$ cat src/rtl/hansen_pcie_pkg.sv
// hansen_pcie_pkg: shared constants and types for the Hansen PCIe host initiator.
// Packet field offsets, FSM encoding, the request record and a packet builder.
package hansen_pcie_pkg;

  localparam int ADDR_MSB = 63;
  localparam int ADDR_LSB = 32;
  localparam int DATA_MSB = 31;
  localparam int DATA_LSB = 0;

  localparam int REQ_W = 65;

  localparam logic [2:0] ST_IDLE  = 3'd0;
  localparam logic [2:0] ST_ISSUE = 3'd1;
  localparam logic [2:0] ST_WAIT  = 3'd2;
  localparam logic [2:0] ST_RESP  = 3'd3;
  localparam logic [2:0] ST_GAP   = 3'd4;

  typedef struct packed {
    logic        write;
    logic [31:0] addr;
    logic [31:0] wdata;
  } req_t;

  // Word-aligned address on top, write data (or 0 for reads) below.
  function automatic logic [63:0] make_pkt(input req_t r);
    logic [63:0] p;
    p = '0;
    p[ADDR_MSB:ADDR_LSB] = {r.addr[31:2], 2'b00};
    p[DATA_MSB:DATA_LSB] = r.write ? r.wdata : 32'h0;
    return p;
  endfunction

endpackage

$ cat src/rtl/hansen_pcie_host_initiator_fifo.sv
// hansen_req_fifo: synchronous request FIFO, async active-low reset.
// Ports: i_push/i_din in, i_pop/o_dout out (head), o_full, o_empty, o_count.
module hansen_req_fifo
  import hansen_pcie_pkg::*;
#(
  parameter int WIDTH = REQ_W,
  parameter int DEPTH = 4
) (
  input  logic                     clk,
  input  logic                     reset_n,
  input  logic                     i_push,
  input  logic [WIDTH-1:0]         i_din,
  input  logic                     i_pop,
  output logic [WIDTH-1:0]         o_dout,
  output logic                     o_full,
  output logic                     o_empty,
  output logic [$clog2(DEPTH):0]   o_count
);

  localparam int AW = $clog2(DEPTH);
  localparam logic [AW:0] FULL_CNT = (AW+1)'(DEPTH);

  logic [WIDTH-1:0] r_mem [DEPTH];
  logic [AW-1:0]    r_wr;
  logic [AW-1:0]    r_rd;
  logic [AW:0]      r_cnt;
  logic             w_push;
  logic             w_pop;

  assign o_full  = (r_cnt == FULL_CNT);
  assign o_empty = (r_cnt == '0);
  assign w_push  = i_push && !o_full;
  assign w_pop   = i_pop && !o_empty;
  assign o_dout  = r_mem[r_rd];
  assign o_count = r_cnt;

  always_ff @(posedge clk) begin
    if (w_push) r_mem[r_wr] <= i_din;
  end

  // Power-of-two depth: pointers wrap by natural overflow.
  always_ff @(posedge clk or negedge reset_n) begin
    if (!reset_n) begin
      r_wr  <= '0;
      r_rd  <= '0;
      r_cnt <= '0;
    end else begin
      if (w_push) r_wr <= r_wr + 1'b1;
      if (w_pop)  r_rd <= r_rd + 1'b1;
      r_cnt <= r_cnt + (AW+1)'(w_push) - (AW+1)'(w_pop);
    end
  end

endmodule

$ cat src/rtl/hansen_pcie_host_initiator.sv
// hansen_pcie_host_initiator: host end of the Hansen PCIe mock link.
// Queues host word requests, strobes them onto the link, returns reads.
// Ports: clk, reset_n; req_* host request in (valid/ready);
//   rsp_* read response out (held until rsp_ready); link_* packet to SoC;
//   cpl_* completion from SoC; stray_cpl_count saturating stray counter.
module hansen_pcie_host_initiator
  import hansen_pcie_pkg::*;
#(
  parameter int FIFO_DEPTH     = 4,
  parameter int GAP_CYCLES     = 1,
  parameter int TIMEOUT_CYCLES = 255
) (
  input  logic        clk,
  input  logic        reset_n,
  input  logic        req_valid,
  output logic        req_ready,
  input  logic        req_write,
  input  logic [31:0] req_addr,
  input  logic [31:0] req_wdata,
  output logic        rsp_valid,
  input  logic        rsp_ready,
  output logic [31:0] rsp_data,
  output logic        rsp_error,
  output logic        link_valid,
  output logic [63:0] link_data,
  output logic        link_is_write,
  input  logic        cpl_valid,
  input  logic [31:0] cpl_data,
  output logic [7:0]  stray_cpl_count
);

  localparam int AW = $clog2(FIFO_DEPTH);
  localparam int CW = $clog2(TIMEOUT_CYCLES + 1);
  localparam logic [AW:0]   FULL_CNT = (AW+1)'(FIFO_DEPTH);
  localparam logic [CW-1:0] TMO      = CW'(TIMEOUT_CYCLES);
  localparam logic [3:0]    GAP_LAST = 4'(GAP_CYCLES - 1);
  localparam logic [2:0]    ST_POST  =
    (GAP_CYCLES == 0) ? ST_IDLE : ST_GAP;

  logic [2:0]    r_state;
  req_t          r_issue;
  logic [CW-1:0] r_cnt;
  logic [3:0]    r_gap;
  logic          r_req_ready;
  logic          r_rsp_valid;
  logic [31:0]   r_rsp_data;
  logic          r_rsp_error;
  logic          r_link_valid;
  logic [63:0]   r_link_data;
  logic          r_link_is_write;
  logic [7:0]    r_stray;

  req_t          w_req_in;
  req_t          w_head;
  logic          w_full;
  logic          w_empty;
  logic [AW:0]   w_count;
  logic [AW:0]   w_cnt_next;
  logic          w_push;
  logic          w_pop;

  assign w_req_in = '{write: req_write, addr: req_addr, wdata: req_wdata};
  assign w_push   = req_valid && r_req_ready && !w_full;
  assign w_pop    = (r_state == ST_IDLE) && !w_empty;
  assign w_cnt_next = w_count + (AW+1)'(w_push) - (AW+1)'(w_pop);

  hansen_req_fifo #(
    .WIDTH (REQ_W),
    .DEPTH (FIFO_DEPTH)
  ) u_fifo (
    .clk     (clk),
    .reset_n (reset_n),
    .i_push  (w_push),
    .i_din   (w_req_in),
    .i_pop   (w_pop),
    .o_dout  (w_head),
    .o_full  (w_full),
    .o_empty (w_empty),
    .o_count (w_count)
  );

  // Ready is a register tracking the next count, so it stays off
  // through reset and has no input-to-output path.
  always_ff @(posedge clk or negedge reset_n) begin
    if (!reset_n) r_req_ready <= 1'b0;
    else          r_req_ready <= (w_cnt_next != FULL_CNT);
  end

  always_ff @(posedge clk or negedge reset_n) begin
    if (!reset_n) begin
      r_state         <= ST_IDLE;
      r_issue         <= '0;
      r_cnt           <= '0;
      r_gap           <= '0;
      r_rsp_valid     <= 1'b0;
      r_rsp_data      <= '0;
      r_rsp_error     <= 1'b0;
      r_link_valid    <= 1'b0;
      r_link_data     <= '0;
      r_link_is_write <= 1'b0;
      r_stray         <= '0;
    end else begin
      r_link_valid <= 1'b0;
      if (cpl_valid && (r_state != ST_WAIT) && (r_stray != 8'hFF))
        r_stray <= r_stray + 8'd1;
      unique case (r_state)
        ST_IDLE: begin
          if (!w_empty) begin
            r_issue <= w_head;
            r_state <= ST_ISSUE;
          end
        end
        ST_ISSUE: begin
          r_link_valid    <= 1'b1;
          r_link_data     <= make_pkt(r_issue);
          r_link_is_write <= r_issue.write;
          r_gap           <= '0;
          r_cnt           <= '0;
          r_state <= r_issue.write ? ST_POST : ST_WAIT;
        end
        ST_WAIT: begin
          // A completion in the timeout cycle still wins.
          if (cpl_valid) begin
            r_rsp_valid <= 1'b1;
            r_rsp_data  <= cpl_data;
            r_rsp_error <= 1'b0;
            r_state     <= ST_RESP;
          end else if (r_cnt == TMO) begin
            r_rsp_valid <= 1'b1;
            r_rsp_data  <= '0;
            r_rsp_error <= 1'b1;
            r_state     <= ST_RESP;
          end else begin
            r_cnt <= r_cnt + 1'b1;
          end
        end
        ST_RESP: begin
          if (rsp_ready) begin
            r_rsp_valid <= 1'b0;
            r_gap       <= '0;
            r_state     <= ST_POST;
          end
        end
        ST_GAP: begin
          if (r_gap == GAP_LAST) r_state <= ST_IDLE;
          else                   r_gap   <= r_gap + 4'd1;
        end
        default: r_state <= ST_IDLE;
      endcase
    end
  end

  assign req_ready       = r_req_ready;
  assign rsp_valid       = r_rsp_valid;
  assign rsp_data        = r_rsp_data;
  assign rsp_error       = r_rsp_error;
  assign link_valid      = r_link_valid;
  assign link_data       = r_link_data;
  assign link_is_write   = r_link_is_write;
  assign stray_cpl_count = r_stray;

endmodule

$ cat config.mk
export PLATFORM = sky130hd
export DESIGN_NAME = hansen_pcie_host_initiator
export DESIGN_NICKNAME = d
export VERILOG_FILES = /design/src/rtl/hansen_pcie_pkg.sv /design/src/rtl/hansen_pcie_host_initiator_fifo.sv /design/src/rtl/hansen_pcie_host_initiator.sv
export SDC_FILE = /design/constraint.sdc
export NUM_CORES = 1
export LEC_CHECK = 0
export CAP_MARGIN = 20
export CORE_UTILIZATION = 30
export DETAILED_ROUTE_END_ITERATION = 7
export PLACE_DENSITY = 0.48
export SYNTH_ARGS = -nofsm -noshare
export SYNTH_HDL_FRONTEND = slang
export SYNTH_HIERARCHICAL = 1
export SYNTH_SLANG_ARGS = --single-unit
$ cat constraint.sdc
create_clock -name clk -period 5.55 [get_ports clk]
set_clock_uncertainty 0.1 [all_clocks]
set_input_delay 1.11 -clock clk [delete_from_list [all_inputs] [get_ports clk]]
set_output_delay 1.11 -clock clk [all_outputs]
set_load 0.01 [all_outputs]
==> results of run 1 <==
cells in the final DEF (no fill, tap or decap), types with 3 or more instances in the layout:
cell type,instances
a21oi_1,6
a22o_1,33
and3b_4,4
buf_12,5
buf_4,7
clkbuf_1,9
clkbuf_16,53
clkbuf_8,12
clkdlybuf4s50_1,205
clkinv_1,5
clkinv_2,11
clkinvlp_4,3
dfrtp_1,190
edfxtp_1,252
ha_1,12
inv_1,15
mux2_1,4
mux2_2,61
mux4_2,63
nand2_1,169
nand2b_1,5
nand3_1,40
nor2_1,14
nor3_1,5
o211ai_1,4
o21ai_0,5
xnor2_1,7
xor2_1,8
per-stage QoR:
| stage | utilization (%) | power [mW] |
|---|---|---|
| finish | 38.7 | 12.1 |
| global route | 38.7 | 12.8 |
| CTS | 38.7 | 12.4 |
| global placement | 35.7 | 8.91 |
| detailed placement | 35.7 | 8.96 |
| floorplan | - | 7.45 |
report_power, final:
part	leakage, nW	internal [mW]	switching, mW
logic	2.65	1.90	1.64
registers	4.68	4.52	0.692
clock network	0.837	2.00	1.33
final cells by class:
class                   count  area [um2]  share of cell area (%)
diodes                      1        2.50                  0.0117
clock buffers              74        1530                    7.10
clock inverters            22         176                   0.822
inverters                  16        61.3                   0.286
multi-input cells         481        4170                    19.4
flip-flops and latches    444       12400                    57.7
well taps                 748         936                    4.36
repair buffers            218        2220                    10.3
final timing paths:
path	start	endpoint	slack, ns	depth (start not counted)
worst max register to register	r_state[2]	link_data[28]	2.20	6
worst min register to register	r_issue[48]	link_data[48]	0.36	2
min in group asynchronous	reset_n	link_data[10]	0.50	1
worst max-delay path	r_state[2]	link_data[28]	2.20	6
worst min-delay path	r_issue[48]	link_data[48]	0.36	2
max in group asynchronous	reset_n	link_data[57]	3.76	2
routing by layer:
metal / global-route usage, % / up-vias / share of wire, %
met5: 0 / - / 0.089
met4: 4.68 / 6 / 2.3
met3: 2.78 / 61 / 4.5
met2: 22.0 / 206 / 47
met1: 18.1 / 4637 / 46
li1: - / 4143 / -
flip-flops by register name, summed over array words and instances, names as in the netlist:
name / cells
rsp_error: 1
u_fifo/r_wr: 2
rsp_data: 32
link_valid: 1
r_cnt: 8
u_fifo/r_rd: 2
u_fifo/r_mem: 252
rsp_valid: 1
req_ready: 1
stray_cpl_count: 8
link_data: 62
r_gap: 4
u_fifo/o_count: 3
link_is_write: 1
r_issue: 63
r_state: 3
worst register-to-register path: cells and delay by family, from the launching register on:
kind	cells	cell delay, ns
buffers and inverters	2	1.40
AND/OR/NAND/NOR	4	1.18
flip-flops	1	0.57
==> flow_summary_export.csv, run 1 <==
group,metric,value,unit
min_path,hold_path_class,"reg2reg",
sta,rsz0062_at_grt,"false",
grt,grt_antenna_before_repair,4,
power_and_ir_drop,power.density,563,nW/um2
finish,nNetsFinal,1328,
detailed_routing,wirelength,38.3,mm
grt,track_usage,13.6,%
clock_network,cts_setup_buffers,0,
flow_run,drv_cap,0,
setup_path,cp.arrival,3.72,ns
sta,min_period,3.35,ns
power_and_ir_drop,peakVddDrop,0.252,mV
logic_synthesis,netlist_instances,991,
setup_path,path_delay_family,"buffers and inverters",
sta,timing.fmax,298,MHz
die,coreArea,55400,um2
placed_design,place.gp.congestion,0.704,
die,fp.dieH,240,um
logic_synthesis,avgSynthCellArea,17.1,um2
sta,fin_ws,2.20,ns
placed_design,place_inst,1907,
setup_path,required,5.92,ns
die,die_w,240,um
clock_network,path_clk_slew,0.06,ns
die,dieArea,57400,um2
finish,stdcell_area,21500,um2
clock_network,postCtsHoldBufs,0,
finish,syn_to_final_growth,26.9,%
clock_network,insertion_delay,0.59,ns
sta,slew_headroom,26.2,%
clock_network,cts_buffers,51,
power_and_ir_drop,p_leak,8.17,nW
detailed_routing,dr.pass1.iters,5,
setup_path,crit_slowest_cell,"clkinv_2",
logic_synthesis,synthesis.area,16900,um2
logic_synthesis,yosysWarnings,6,
setup_path,cp_cell_sequence,"nor2b_1, nand2b_4, clkinv_2, buf_4, nand3_1, nand2_1",
grt,grt_pass1_wl,58.4,mm
sta,setup_viol_count_final,0,
grt,grt_max_degree,100,
outcome,status,"finished, final reports clean",
setup_path,max_stage_delay,0.80,ns
placed_design,pre_cts_ws,1.87,ns
grt,gr-total-overflow,0,
sta,fin_crit_sh,60.4,%
detailed_routing,antenna_left,0,
setup_path,endpoint_kind,"register",
detailed_routing,dr.first_iter.drc_count,450,
die,io_pins,211,
setup_path,crit_buf_inv,2,
grt,grt_pass1_vias,9533,
clock_network,cts_buffer_depth,3,
finish,fin_cells,2004,
die,start_util,30.5,%
sta,slew_violations,0,
clock_network,cts.sinks,444,
clock_network,cts_tree,"done",
sta,hold_viol,0,
placed_design,port_buffers,206,
setup_path,worstPathMaxFanout,67,
sta,worst_pin_slew,1.11,ns
die,num_rows,86,
detailed_routing,drc,0,
detailed_routing,dr_total_vias,9053,
clock_network,postCtsResizedCells,0,
setup_path,worstSetupStartpointType,"register",
setup_path,worstSetupPathType,"reg2reg",
sta,hold_ws,0.362,ns
finish,drive_gt1_share,18.7,%
finish,num-fill-cells,5158,
detailed_routing,vias_per_cell,4.52,
sta,finalSetupTns,0,ns
clock_network,htreeDepth,2,
detailed_routing,wl_per_cell,19.1,um
clock_network,root_buffer,"clkbuf_16",
placed_design,dp.final_hpwl,21.6,mm
placed_design,place_area,19800,um2
Note: power is estimated with default switching activity, not from simulation.
==> run 2: changes to the inputs <==
- PLACE_DENSITY: 0.48 -> 0.5
- clock period: 5.55 -> 3 ns (I/O delays scaled with it)
==> flow_summary_export.csv, run 2 (synthesis gave the netlist of run 1 again) <==
group,metric,value,unit
outcome,status,"finished, final reports clean",
clock_network,path_clk_slew,0.06,ns
clock_network,cts_tree,"done",
setup_path,crit_slowest_cell,"dfrtp_1",
finish,regMostFlops,"u_fifo/r_mem",
grt,gr-total-overflow,0,
finish,syn_to_final_growth,27.4,%
power_and_ir_drop,p_int,15.5,mW
placed_design,port_buffers,206,
power_and_ir_drop,p_leak,8.21,nW
die,coreArea,55400,um2
flow_run,drv_cap,0,
detailed_routing,dr.pass1.iters,4,
finish,stdcell_area,21600,um2
die,dieArea,57400,um2
detailed_routing,drc,0,
sta,hold_viol,0,
finish,diodes,0,
power_and_ir_drop,p_seq_share,42.9,%
setup_path,endpoint_kind,"register",
detailed_routing,dr_total_vias,9139,
sta,min_period,2.74,ns
detailed_routing,dr.first_iter.drc_count,371,
finish,nNetsFinal,1343,
clock_network,insertion_delay,0.58,ns
finish,largest_reg_flops,252,
die,fp.dieH,240,um
grt,grt_pass1_wl,58.4,mm
placed_design,place.gp.congestion,0.705,
clock_network,cts_setup_buffers,0,
grt,grt_pass1_vias,9755,
clock_network,htreeDepth,2,
clock_network,cts_buffers,50,
clock_network,cts.sinks,444,
placed_design,dp.final_hpwl,22.6,mm
power_and_ir_drop,p_switching,6.75,mW
min_path,hold_path_class,"reg2reg",
die,die_w,240,um
power_and_ir_drop,pwr-share-comb,30.9,%
sta,setup_viol_count_final,0,
setup_path,worstSetupPathType,"reg2reg",
sta,fin_crit_sh,91.2,%
power_and_ir_drop,switching_share,30.3,%
detailed_routing,wl_per_cell,18.7,um
die,start_util,30.5,%
setup_path,worstPathMaxFanout,8,
grt,track_usage,13.4,%
grt,grt_max_degree,67,
setup_path,rrSetupSlack,0.26,ns
sta,timing.fmax,366,MHz
detailed_routing,vias_per_cell,4.54,
clock_network,root_buffer,"clkbuf_16",
sta,slew_headroom,34.2,%
setup_path,max_stage_delay,0.47,ns
setup_path,cp.arrival,3.09,ns
sta,finalSetupTns,0,ns
die,io_pins,211,
placed_design,place_area,20000,um2
sta,slew_violations,0,
grt,grt_antenna_before_repair,2,
die,num_rows,86,
power_and_ir_drop,power.density,1030,nW/um2
power_and_ir_drop,peakVddDrop,0.828,mV
clock_network,cts_buffer_depth,3,
finish,drive_gt1_share,18.7,%
power_and_ir_drop,pwr-share-clk,26.2,%
setup_path,worstSetupStartpointType,"register",
setup_path,required,3.35,ns
clock_network,postCtsResizedCells,0,
finish,mostFrequentLayoutCells,"edfxtp_1 (252), clkdlybuf4s50_1 (205), dfrtp_1 (189), nand2_1 (169), mux4_2 (63)",
detailed_routing,antenna_left,0,
sta,rsz0062_at_grt,"false",
setup_path,cp_cell_sequence,"nor3b_2, or2_2, ha_1, inv_1, ha_1, fa_1, xnor2_1, xnor2_1, or3_1",
detailed_routing,wirelength,37.7,mm
finish,final_common_cell,"edfxtp_1",
sta,worst_pin_slew,0.987,ns
-- run 2: cell count changes in the layout (fill, tap and decap cells not counted), sizes merged, moves of 2 or more --
cell      change
buf          +15
clkinvlp      -2
clkinv        +2
clkbuf        -5
-- run 2: final cells by class --
class / instances / area, um2
fill: 5206 / 33900
sequential: 444 / 12400
multi-input combinational: 481 / 4170
timing repair buffer: 234 / 2450
clock buffer: 69 / 1370
tap: 748 / 936
clock inverter: 23 / 189
inverter: 16 / 61.3
-- run 2: final timing paths --
kind / startpoint / end / cells after the start
worst min-delay path: r_issue[39] / link_data[39] / 2
min in group asynchronous: reset_n / link_data[10] / 2
max in group asynchronous: reset_n / r_issue[42] / 3
worst max-delay path: u_fifo/o_count[2] / req_ready / 9
worst max register to register: u_fifo/o_count[2] / req_ready / 9
worst min register to register: r_issue[39] / link_data[39] / 2
-- run 2: critical path: cells and delay by family, from the launching register on --
| family | cells | cell delay (ns) |
|---|---|---|
| XOR/XNOR | 2 | 0.27 |
| adder cells (fa/ha/maj) | 3 | 0.84 |
| buffers and inverters | 1 | 0.04 |
| flip-flops | 1 | 0.47 |
| AND/OR/NAND/NOR | 3 | 0.89 |
-- run 2: power groups by stage --
stage / Clock [mW] / Combinational, mW / Sequential [mW]
global route: 6.28 / 7.57 / 9.80
CTS: 6.04 / 7.10 / 9.60
detailed placement: 0 / 7.07 / 9.71
finish: 5.84 / 6.89 / 9.55
global placement: 0 / 6.99 / 9.66
floorplan: 0 / 4.39 / 9.38
-- run 2: layer usage --
layer | wire [um] | GRT usage (%) | vias to the layer above
met5 | 7 | 0 | -
met4 | 756 | 4.47 | 2
met3 | 1830 | 2.85 | 57
met2 | 18200 | 22.1 | 204
met1 | 16900 | 17.6 | 4708
li1 | - | - | 4168
-- run 2: stage by stage --
step / worst slack, ns / utilization (%) / instances / total power, mW / hold WS [ns]
floorplan: 0.192 / - / 992 / 13.8 / 0.204
global placement: -0.166 / 36.1 / 1922 / 16.7 / 0.346
detailed placement: -0.178 / 36.1 / 1922 / 16.8 / 0.355
CTS: 0.243 / 38.9 / 2015 / 22.7 / 0.359
global route: 0.0750 / 38.9 / 2015 / 23.7 / 0.388
finish: 0.265 / 38.9 / 2015 / 22.3 / 0.351
-- run 2: what timing repair did --
| item | CTS | global route |
|---|---|---|
| endpoints found under the setup margin | 0 | 0 |
| hold buffers | 1 | 0 |
| hold endpoints to repair | 63 | 0 |
==> run 3: changes to the inputs <==
- CELL_PAD_IN_SITES_DETAIL_PLACEMENT: default -> 1
- CELL_PAD_IN_SITES_GLOBAL_PLACEMENT: default -> 1
- CORE_UTILIZATION: 30 -> 42
- PLACE_DENSITY: 0.5 -> 0.75
==> flow_summary_export.csv, run 3 (synthesis gave the netlist of run 1 again) <==
group,metric,value,unit
outcome,status,"finished with violations",
outcome,violations,"design-rule violations",
setup_path,max_stage_delay,0.53,ns
clock_network,cts_setup_buffers,0,
min_path,hold_path_class,"reg2reg",
setup_path,rrSetupSlack,0.20,ns
detailed_routing,dr_total_vias,9283,
placed_design,place.gp.congestion,0.733,
detailed_routing,dr.pass1.iters,8,
setup_path,cp.arrival,3.14,ns
flow_run,drv_cap,0,
clock_network,insertion_delay,0.56,ns
power_and_ir_drop,peakVddDrop,0.544,mV
clock_network,cts_tree,"done",
sta,hold_viol,0,
sta,timing.fmax,358,MHz
detailed_routing,drc,4,
sta,min_period,2.80,ns
setup_path,r2r_cells,9,
finish,stdcell_area,21300,um2
min_path,min_from,"r_issue[50]",
setup_path,timing.rr.end,"req_ready",
placed_design,dp.final_hpwl,23.7,mm
power_and_ir_drop,pwr-share-comb,31.2,%
power_and_ir_drop,p_int,15.7,mW
clock_network,htreeDepth,2,
sta,worst_pin_slew,0.841,ns
die,start_util,42.6,%
power_and_ir_drop,switching_share,30.1,%
setup_path,worstSetupPathType,"reg2reg",
setup_path,required,3.34,ns
power_and_ir_drop,p_leak,8.23,nW
finish,final_core_util,53.7,%
finish,syn_to_final_growth,26.1,%
placed_design,port_buffers,206,
detailed_routing,vias_per_cell,5.17,
grt,grt_pass1_wl,60.1,mm
setup_path,reg2reg_from,"u_fifo/o_count[2]",
min_path,holdPathEnd,"link_data[50]",
setup_path,startpoint,"u_fifo/o_count[2]",
grt,grt_max_degree,86,
setup_path,endpoint_kind,"register",
sta,finalSetupTns,0,ns
die,die_w,203,um
finish,largest_reg_flops,252,
sta,slew_violations,0,
setup_path,cp_cell_sequence,"nor3b_2, or2_2, ha_1, inv_1, ha_1, fa_1, xnor2_1, xnor2_1, or3_1",
sta,slew_headroom,43.9,%
grt,grt_pass1_vias,10419,
clock_network,cts.sinks,444,
placed_design,place_area,19700,um2
finish,mostFrequentLayoutCells,"edfxtp_1 (252), clkdlybuf4s50_1 (205), dfrtp_1 (190), nand2_1 (169), mux4_2 (63)",
finish,fin_cells,1794,
power_and_ir_drop,p_seq_share,42.2,%
power_and_ir_drop,pwr-share-clk,26.6,%
detailed_routing,dr.first_iter.drc_count,532,
finish,regMostFlops,"u_fifo/r_mem",
power_and_ir_drop,p_switching,6.78,mW
clock_network,cts_buffer_depth,3,
die,coreArea,39700,um2
placed_design,place_inst,1703,
clock_network,cts_buffers,47,
die,fp.dieH,203,um
grt,grt_antenna_before_repair,3,
setup_path,worstPathMaxFanout,8,
clock_network,root_buffer,"clkbuf_16",
power_and_ir_drop,power.density,1050,nW/um2
die,num_rows,73,
detailed_routing,antenna_left,0,
detailed_routing,wirelength,38.2,mm
finish,drive_gt1_share,18.9,%
power_and_ir_drop,power,22.5,mW
finish,final_common_cell,"edfxtp_1",
die,io_pins,211,
detailed_routing,wl_per_cell,21.3,um
setup_path,crit_slowest_cell,"nor3b_2",
sta,fin_ws,0.203,ns
sta,fin_crit_sh,93.2,%
min_path,hold_depth,2,
die,dieArea,41100,um2
setup_path,worstSetupStartpointType,"register",
clock_network,postCtsResizedCells,0,
finish,nNetsFinal,1344,
sta,hold_ws,0.360,ns
placed_design,pre_cts_ws,-0.196,ns
sta,setup_viol_count_final,0,
clock_network,path_clk_slew,0.06,ns
grt,track_usage,19.3,%
sta,rsz0062_at_grt,"false",
grt,gr-total-overflow,0,
run 3: cell count changes in the layout (fill, tap and decap cells not counted), moves of 2 or more:
cell	previous run	this run
buf_12	14	12
buf_4	13	19
bufinv_16	3	6
clkinv_1	9	6
clkinv_2	9	6
diode_2	0	3
run 3: worst max-delay path by stage:
stage | end | slack [ns] | depth (start not counted)
final | req_ready | 0.20 | 9
after global routing | req_ready | 0.0004 | 9
after CTS | req_ready | 0.19 | 9
after detailed placement | req_ready | -0.20 | 10
after global placement | req_ready | -0.16 | 10
after floorplan | req_ready | 0.19 | 10
run 3: cell type report:
| type | count | area (um2) |
|---|---|---|
| Fill cell | 3698 | 18400 |
| Inverter | 16 | 61.3 |
| Antenna cell | 3 | 7.51 |
| Sequential cell | 444 | 12400 |
| Tap cell | 525 | 657 |
| Clock inverter | 20 | 259 |
| Clock buffer | 67 | 1350 |
| Multi-Input combinational cell | 481 | 4170 |
| Timing Repair Buffer | 238 | 2460 |
run 3: critical path: cells and delay by family (launching register included):
family                   cells  cell delay, ns
XOR/XNOR                     2            0.28
flip-flops                   1            0.50
buffers and inverters        1            0.04
AND/OR/NAND/NOR              3            1.07
adder cells (fa/ha/maj)      3            0.70
run 3: layer usage:
metal | GRT usage [%] | up-vias | part of all wire, %
met3 | 3.69 | 57 | 5.0
met5 | 0 | - | 0
met2 | 33.5 | 225 | 51
met4 | 6.69 | 0 | 2.0
met1 | 24.3 | 4837 | 42
li1 | - | 4164 | -
run 3: what timing repair did:
action	in CTS	in global routing
hold buffers	1	0
endpoints found under the hold margin	79	0
setup endpoints to repair	0	0
run 3: power by group through the flow:
| stage | sequential [mW] | clock [mW] | combinational, mW |
|---|---|---|---|
| global route | 9.72 | 6.35 | 7.66 |
| floorplan | 9.38 | 0 | 4.39 |
| detailed placement | 9.62 | 0 | 7.12 |
| CTS | 9.53 | 6.13 | 7.18 |
| global placement | 9.48 | 0 | 6.91 |
| finish | 9.50 | 5.98 | 7.01 |
